`config.mk`:
```
export PLATFORM = sky130hd
export DESIGN_NAME = stack_cmd_frontend
export DESIGN_NICKNAME = d
export VERILOG_FILES = /design/src/rtl/stack_cmd_frontend.sv
export SDC_FILE = /design/constraint.sdc
export NUM_CORES = 1
export LEC_CHECK = 0
export CAP_MARGIN = 10
export CORE_UTILIZATION = 44
export CTS_CLUSTER_DIAMETER = 120
export CTS_CLUSTER_SIZE = 24
export DETAILED_ROUTE_END_ITERATION = 8
export PLACE_DENSITY = 0.81
export SLEW_MARGIN = 20
export SYNTH_ARGS = -nofsm -noshare
export SYNTH_HDL_FRONTEND = slang
export SYNTH_SLANG_ARGS = --single-unit
```
`constraint.sdc`:
```
create_clock -name clk -period 2.65 [get_ports clk]
set_input_delay 0.53 -clock clk [delete_from_list [all_inputs] [get_ports clk]]
set_output_delay 0.53 -clock clk [all_outputs]
set_load 0.05 [all_outputs]
```
`src/rtl/stack_cmd_frontend.sv`:
```
// stack_cmd_frontend
//   Turns bouncy push/pop switch inputs into clean single-shot commands for
//   the stack memory. It also tracks how many entries have been issued, so a
//   push when full or a pop when empty never reaches the stack.
//
// Ports
//   clk, reset            rising-edge clock, asynchronous active-high reset
//   btn_push_raw/pop_raw  raw asynchronous switch inputs
//   data_in               push data byte, captured on the edge a push loads
//   err_clear             synchronous clear of the sticky error flags
//   cmd_valid/push/pop    command register, presented over valid/ready
//   cmd_data              byte captured for a push (0 for a pop)
//   cmd_ready             stack accepts the command this cycle
//   level, full, empty    issued-entry accounting
//   err_overflow          sticky: push rejected because the stack was full
//   err_underflow         sticky: pop rejected because the stack was empty
//   err_dropped           sticky: event lost (register busy or push+pop together)
module stack_cmd_frontend #(
  parameter int DEBOUNCE_CYCLES = 4,
  parameter int DEPTH           = 256,
  parameter int LEVEL_W         = 9
) (
  input  logic               clk,
  input  logic               reset,
  input  logic               btn_push_raw,
  input  logic               btn_pop_raw,
  input  logic [7:0]         data_in,
  input  logic               err_clear,
  output logic               cmd_valid,
  output logic               cmd_push,
  output logic               cmd_pop,
  output logic [7:0]         cmd_data,
  input  logic               cmd_ready,
  output logic [LEVEL_W-1:0] level,
  output logic               full,
  output logic               empty,
  output logic               err_overflow,
  output logic               err_underflow,
  output logic               err_dropped
);

  localparam int CNT_W = (DEBOUNCE_CYCLES < 2) ? 1 : $clog2(DEBOUNCE_CYCLES + 1);
  localparam logic [CNT_W-1:0]   CNT_LAST = CNT_W'(DEBOUNCE_CYCLES - 1);
  localparam logic [LEVEL_W-1:0] LVL_FULL = LEVEL_W'(DEPTH);

  // Index 0 is the push input, index 1 is the pop input.
  logic [1:0]       sync1_d, sync1_q;
  logic [1:0]       sync2_d, sync2_q;
  logic [1:0]       stable_d, stable_q;
  logic [CNT_W-1:0] cnt_d [2];
  logic [CNT_W-1:0] cnt_q [2];
  logic [1:0]       ev;

  logic               cmd_valid_d, cmd_valid_q;
  logic               cmd_push_d, cmd_push_q;
  logic               cmd_pop_d, cmd_pop_q;
  logic [7:0]         cmd_data_d, cmd_data_q;
  logic [LEVEL_W-1:0] level_d, level_q;
  logic               err_ovf_d, err_ovf_q;
  logic               err_unf_d, err_unf_q;
  logic               err_drp_d, err_drp_q;

  logic transfer;
  logic busy;
  logic set_ovf, set_unf, set_drp;

  assign sync1_d = {btn_pop_raw, btn_push_raw};
  assign sync2_d = sync1_q;

  // Debounce: the counter runs only while the synchronized input disagrees
  // with the debounced state. It loads the new state on the cycle that
  // would make it reach DEBOUNCE_CYCLES. Only the 0->1 load is an event.
  always_comb begin
    for (int i = 0; i < 2; i++) begin
      stable_d[i] = stable_q[i];
      cnt_d[i]    = cnt_q[i];
      ev[i]       = 1'b0;
      if (sync2_q[i] != stable_q[i]) begin
        if (cnt_q[i] == CNT_LAST) begin
          stable_d[i] = sync2_q[i];
          cnt_d[i]    = '0;
          ev[i]       = sync2_q[i];
        end else begin
          cnt_d[i] = cnt_q[i] + CNT_W'(1);
        end
      end else begin
        cnt_d[i] = '0;
      end
    end
  end

  assign transfer = cmd_valid_q & cmd_ready;
  assign busy     = cmd_valid_q & ~cmd_ready;

  always_comb begin
    cmd_valid_d = cmd_valid_q;
    cmd_push_d  = cmd_push_q;
    cmd_pop_d   = cmd_pop_q;
    cmd_data_d  = cmd_data_q;
    level_d     = level_q;
    set_ovf     = 1'b0;
    set_unf     = 1'b0;
    set_drp     = 1'b0;

    if (transfer) begin
      cmd_valid_d = 1'b0;
      cmd_push_d  = 1'b0;
      cmd_pop_d   = 1'b0;
      cmd_data_d  = 8'h00;
    end

    // A load may replace a command on the same edge it transfers out.
    if (ev[0]) begin
      if (busy) begin
        set_drp = 1'b1;
      end else if (level_q == LVL_FULL) begin
        set_ovf = 1'b1;
      end else begin
        cmd_valid_d = 1'b1;
        cmd_push_d  = 1'b1;
        cmd_pop_d   = 1'b0;
        cmd_data_d  = data_in;
        level_d     = level_q + LEVEL_W'(1);
      end
    end

    // Push has priority; a pop arriving with it is discarded.
    if (ev[1]) begin
      if (ev[0] || busy) begin
        set_drp = 1'b1;
      end else if (level_q == '0) begin
        set_unf = 1'b1;
      end else begin
        cmd_valid_d = 1'b1;
        cmd_push_d  = 1'b0;
        cmd_pop_d   = 1'b1;
        cmd_data_d  = 8'h00;
        level_d     = level_q - LEVEL_W'(1);
      end
    end

    // Set wins over a coincident clear.
    err_ovf_d = (err_ovf_q & ~err_clear) | set_ovf;
    err_unf_d = (err_unf_q & ~err_clear) | set_unf;
    err_drp_d = (err_drp_q & ~err_clear) | set_drp;
  end

  always_ff @(posedge clk or posedge reset) begin
    if (reset) begin
      sync1_q     <= '0;
      sync2_q     <= '0;
      stable_q    <= '0;
      cnt_q[0]    <= '0;
      cnt_q[1]    <= '0;
      cmd_valid_q <= 1'b0;
      cmd_push_q  <= 1'b0;
      cmd_pop_q   <= 1'b0;
      cmd_data_q  <= 8'h00;
      level_q     <= '0;
      err_ovf_q   <= 1'b0;
      err_unf_q   <= 1'b0;
      err_drp_q   <= 1'b0;
    end else begin
      sync1_q     <= sync1_d;
      sync2_q     <= sync2_d;
      stable_q    <= stable_d;
      cnt_q[0]    <= cnt_d[0];
      cnt_q[1]    <= cnt_d[1];
      cmd_valid_q <= cmd_valid_d;
      cmd_push_q  <= cmd_push_d;
      cmd_pop_q   <= cmd_pop_d;
      cmd_data_q  <= cmd_data_d;
      level_q     <= level_d;
      err_ovf_q   <= err_ovf_d;
      err_unf_q   <= err_unf_d;
      err_drp_q   <= err_drp_d;
    end
  end

  assign cmd_valid     = cmd_valid_q;
  assign cmd_push      = cmd_push_q;
  assign cmd_pop       = cmd_pop_q;
  assign cmd_data      = cmd_data_q;
  assign level         = level_q;
  assign full          = (level_q == LVL_FULL);
  assign empty         = (level_q == '0);
  assign err_overflow  = err_ovf_q;
  assign err_underflow = err_unf_q;
  assign err_dropped   = err_drp_q;

endmodule

```
After elaboration in Yosys (flattened, before gate mapping)
Cells that the tools add are included.
{"block": "word_totals", "reg_bits": 35, "input_bits": 14, "output_inout_bits": 25, "word_cells": 89}
{"block": "op_classes", "addsub": 4, "n_eq_ne": 5, "n_mux": 52, "bitwise": 10, "reduce_logical": 4}
{"cell": "8-bit two-way mux", "count": 7}
{"cell": "9-bit two-way mux", "count": 6}
{"cell": "1-bit two-way mux", "count": 35}
{"cell": "3-bit two-way mux", "count": 4}
{"cell": "9-bit by 1-bit adder with 9-bit output, second input constant", "count": 1}
{"cell": "9-bit == test, second input constant", "count": 1}
{"cell": "9-bit logical NOT", "count": 1}
{"cell": "9-bit by 1-bit subtractor with 9-bit output, second input constant", "count": 1}
{"cell": "3-bit by 1-bit adder with 3-bit output, second input constant", "count": 2}
{"cell": "3-bit by 2-bit == test with 1-bit output, second input constant", "count": 2}
{"cell": "1-bit AND", "count": 5}
{"cell": "2-bit AND reduction", "count": 2}
{"cell": "1-bit OR", "count": 3}
{"cell": "1-bit inequality test", "count": 2}
{"cell": "1-bit NOT", "count": 2}
{"cell": "1-bit logical OR", "count": 1}

Logic depth before layout (Yosys ltp)
{"block": "depth", "ltp_word": 8, "depth_mapped": 9}

Worst setup path after synthesis
Ideal clock, no wire load.
{"block": "synth_path", "kind": "register -> output", "startpoint": "register level_q[8] (netlist: level[8])", "endpoint": "output port full", "arrival_ps": 2782, "t_required_ps": 2120, "setup_slack_ps": -662, "stages_incl_launch_ff": 4, "n_path_buf": 0, "path_cell_list": "dfrtp_1 inv_1 or4_1 nor4_1"}
{"block": "synth_between", "elab_chain_cells": 1}
{"element": "start: declaration", "line_no": "58", "rtl": "logic [LEVEL_W-1:0] level_d, level_q;"}
{"element": "start signal: assignment", "line_no": "173", "rtl": "level_q <= level_d;"}
{"element": "9-bit == test", "line_no": "185", "rtl": "assign full = (level_q == LVL_FULL);"}
{"element": "end: declaration", "line_no": "35", "rtl": "output logic full,"}
No other way between the ends.

Worst setup path in the final report
{"block": "layout_path", "startpoint": "register level_q[3] (netlist: level[3])", "endpoint": "output port empty"}
{"block": "layout_between", "elab_chain_cells": 1}
{"element": "9-bit logical NOT", "line_no": "186", "rtl": "assign empty = (level_q == '0);"}
{"element": "end: declaration", "line_no": "36", "rtl": "output logic empty,"}
No other way between the ends.

==> flow_metrics.env <==
export IMPL_grtUsageMet1_pct=29.1
export IMPL_routabilityCongestion=0.976
export IMPL_grt_max_degree=36
export IMPL_route_vias_total=1547
export IMPL_max_freq_mhz=383
export IMPL_finalCriticalPeriod_ns=2.61
export IMPL_irDropWorstVdd_uv=614
export IMPL_outcome="completed"
export IMPL_grtUsageMet3_pct=6.08
export IMPL_syn_area_per_cell_sq_um=10.5
export IMPL_synth_warnings=0
export IMPL_vias_per_cell=5.84
export IMPL_die_area_sq_um=4290
export IMPL_clock_sinks=35
export IMPL_start_util_pct=47.0
export IMPL_p_per_area_nw_per_um2=897
export IMPL_seqCellArea_sq_um=877
export IMPL_gr_total_overflow=0
export IMPL_rrSetupSlack_ns=0.45
export IMPL_core_area_sq_um=3770
export IMPL_cap_viol_max_count=0
export IMPL_antenna_found_initial=0
export IMPL_critPathArrivalTime_ns=2.08
export IMPL_r2r_cells=5
export IMPL_fin_nets=234
export IMPL_multi_input_area_sq_um=817
export IMPL_utilization_pct=63.8
export IMPL_fill_cells=307
export IMPL_num_antenna_cells=0
export IMPL_cts_root_buf="clkbuf_8"
export IMPL_leakage_nw=0.961
export IMPL_synth_ff_type="dfrtp_1"
export IMPL_grt_pass1_vias=1402
export IMPL_hold_viol_final=0
export IMPL_synth_common_cells="35 x dfrtp_1, 13 x a21oi_1, 12 x nand3_1"
export IMPL_fin_skew_ns=0.00651
export IMPL_setup_viol=0
export IMPL_synthTopCellsByArea="dfrtp_1 49%, a21oi_1 3.7%, nand3_1 3.4%"
export IMPL_critPathCapture="empty"
export IMPL_async_flop_share_pct=100
export IMPL_drive_above_1_share_pct=15.7
export IMPL_rsz0062_at_grt="false"
export IMPL_cts_tree="done"
export IMPL_r2r_start="level[3]"
export IMPL_worstMarginPinSlew_ns=0.587
export IMPL_detailed_place_area_sq_um=2260
export IMPL_synth_edf_count=0
export IMPL_syn_nets=187
export IMPL_synth_top_area_share_pct=49.4
export IMPL_yosys_area_top_type="dfrtp_1"
export IMPL_hold_path_class="reg2reg"
export IMPL_ant_nets=0
export IMPL_wl_per_cell_um=15.2
export IMPL_grt_busiest_layer="met2"
export IMPL_numCtsBuffers=5
export IMPL_synth_area_sq_um=1770
export IMPL_htreeDepth=2
export IMPL_start_kind="register"
export IMPL_path_clk_slew_ns=0.07
export IMPL_grtUsageMet2_pct=31.6
export IMPL_hpwl_um=2880
export IMPL_first_pass_iters=4
export IMPL_timing_rr_end="level[7]"
export IMPL_fp_dieH_um=65.5
export IMPL_io_pins=39
export IMPL_drv_slew=0
export IMPL_clkLatencyLatePin_ns=0.29
export IMPL_min_delay_start="sync1_q[0]"
export IMPL_drc_errors=0
export IMPL_die_width_um=65.5
export IMPL_synth_most_common_cell="dfrtp_1"
export IMPL_num_rows=22
export IMPL_grt_pass1_wl_um=6710
export IMPL_cp_startpoint="level[3]"
export IMPL_relSlewSlack_pct=60.5
export IMPL_design_area_sq_um=2400
export IMPL_required_ns=2.12
export IMPL_end_kind="output port"
export IMPL_finalSetupTns_ns=0
export IMPL_synth_seq_cells=35
export IMPL_postSynthCellCount=169
export IMPL_ys_seq_area_share_pct=49.4
export IMPL_synthToLayoutAreaGrowth_pct=35.6
export IMPL_track_usage_pct=21.2
export IMPL_drt_total_wl_um=4030
export IMPL_ctsHoldBuffers=0
export IMPL_clock_path_buffers=2
export IMPL_period_share_pct=98.4
export IMPL_crit_type="reg2out"
export IMPL_drtIter0Drc=147
export IMPL_worstPathMaxFanout=7
export IMPL_synth_cell_types=48
export IMPL_portBuffers=38
==> per-stage QoR <==
stage,power [mW],hold WS [ns],cells,setup WS [ns]
2_1_floorplan,1.35,0.331,169,0.192
3_3_place_gp,1.63,0.335,254,0.343
3_5_place_dp,1.63,0.338,254,0.296
4_1_cts,2.15,0.355,263,0.0149
5_1_grt,2.28,0.358,265,0.00174
6_report,2.16,0.351,265,0.0423
==> cell usage in the layout, fill, tap and decap left out, types with 3 or more instances in the layout <==
cell / count
buf_4: 11
ha_1: 4
nand2_1: 8
nor2_1: 3
nor2b_1: 5
nand3_1: 12
inv_1: 8
o22ai_1: 4
nor3_1: 5
clkbuf_8: 6
and2_1: 4
o211ai_1: 8
xnor2_1: 5
clkdlybuf4s50_1: 36
dfrtp_1: 34
nor4_1: 3
a21oi_1: 13
==> layout make-up <==
cell class | count | area share, %
sequential | 35 | 36.5
inverter | 9 | 1.93
clock inverter | 2 | 1.61
timing repair buffer | 49 | 20.1
tap | 48 | 2.50
clock buffer | 6 | 3.43
multi-input combinational | 116 | 34.0
==> where the power goes <==
group / switching (mW) / internal (mW) / leakage [nW] / total (mW)
registers: 0.0970 / 0.656 / 0.440 / 0.753
logic: 0.545 / 0.351 / 0.459 / 0.896
clock network: 0.200 / 0.309 / 0.0618 / 0.509
total: 0.842 / 1.32 / 0.961 / 2.16
==> worst min-delay path by stage <==
stage                       to  slack (ns)  depth (start not counted)
floorplan           sync2_q[0]        0.33                          0
global placement    sync2_q[0]        0.33                          0
detailed placement  sync2_q[0]        0.34                          0
CTS                 sync2_q[0]        0.36                          0
global route        sync2_q[0]        0.36                          0
finish              sync2_q[0]        0.35                          0
==> cell families (layout without fill, tap and decap cells) <==
| group | count (synthesis) | count (layout) | synth area share, % |
|---|---|---|---|
| xor+xnor | 6 | 6 | 2.96 |
| mux | 2 | 2 | 1.27 |
| buf+inv | 18 | 66 | 5.50 |
| compound gates | 40 | 40 | 15.4 |
| flops | 35 | 35 | 49.4 |
| simple gates | 63 | 63 | 22.1 |
| fa+ha+maj | 5 | 5 | 3.39 |
==> metal layers <==
layer,wire [um],vias up
li1,-,726
met1,1730,740
met2,1870,74
met3,386,7
met4,48,0
met5,0,-
==> critical path: stages (launching register included) <==
cell	delay, ns
dfrtp_2	0.44
or4_4	0.56
or4_4	0.55
clkinv_8	0.10
buf_12	0.13
==> timing repair <==
| item | CTS | global route |
|---|---|---|
| setup endpoints to repair | 1 | 1 |
| gates resized for setup | 1 | 1 |
| pin swaps | 1 | 0 |
| setup buffers | 1 | 2 |
==> state kept, by name, indices dropped and copies added, names as in the netlist <==
register,cells
cmd_pop,1
sync1_q,2
cnt_q,6
stable_q,2
cmd_push,1
err_overflow,1
cmd_data,8
sync2_q,2
err_dropped,1
err_underflow,1
level,9
cmd_valid,1
Note: power is estimated with default switching activity, not from simulation.
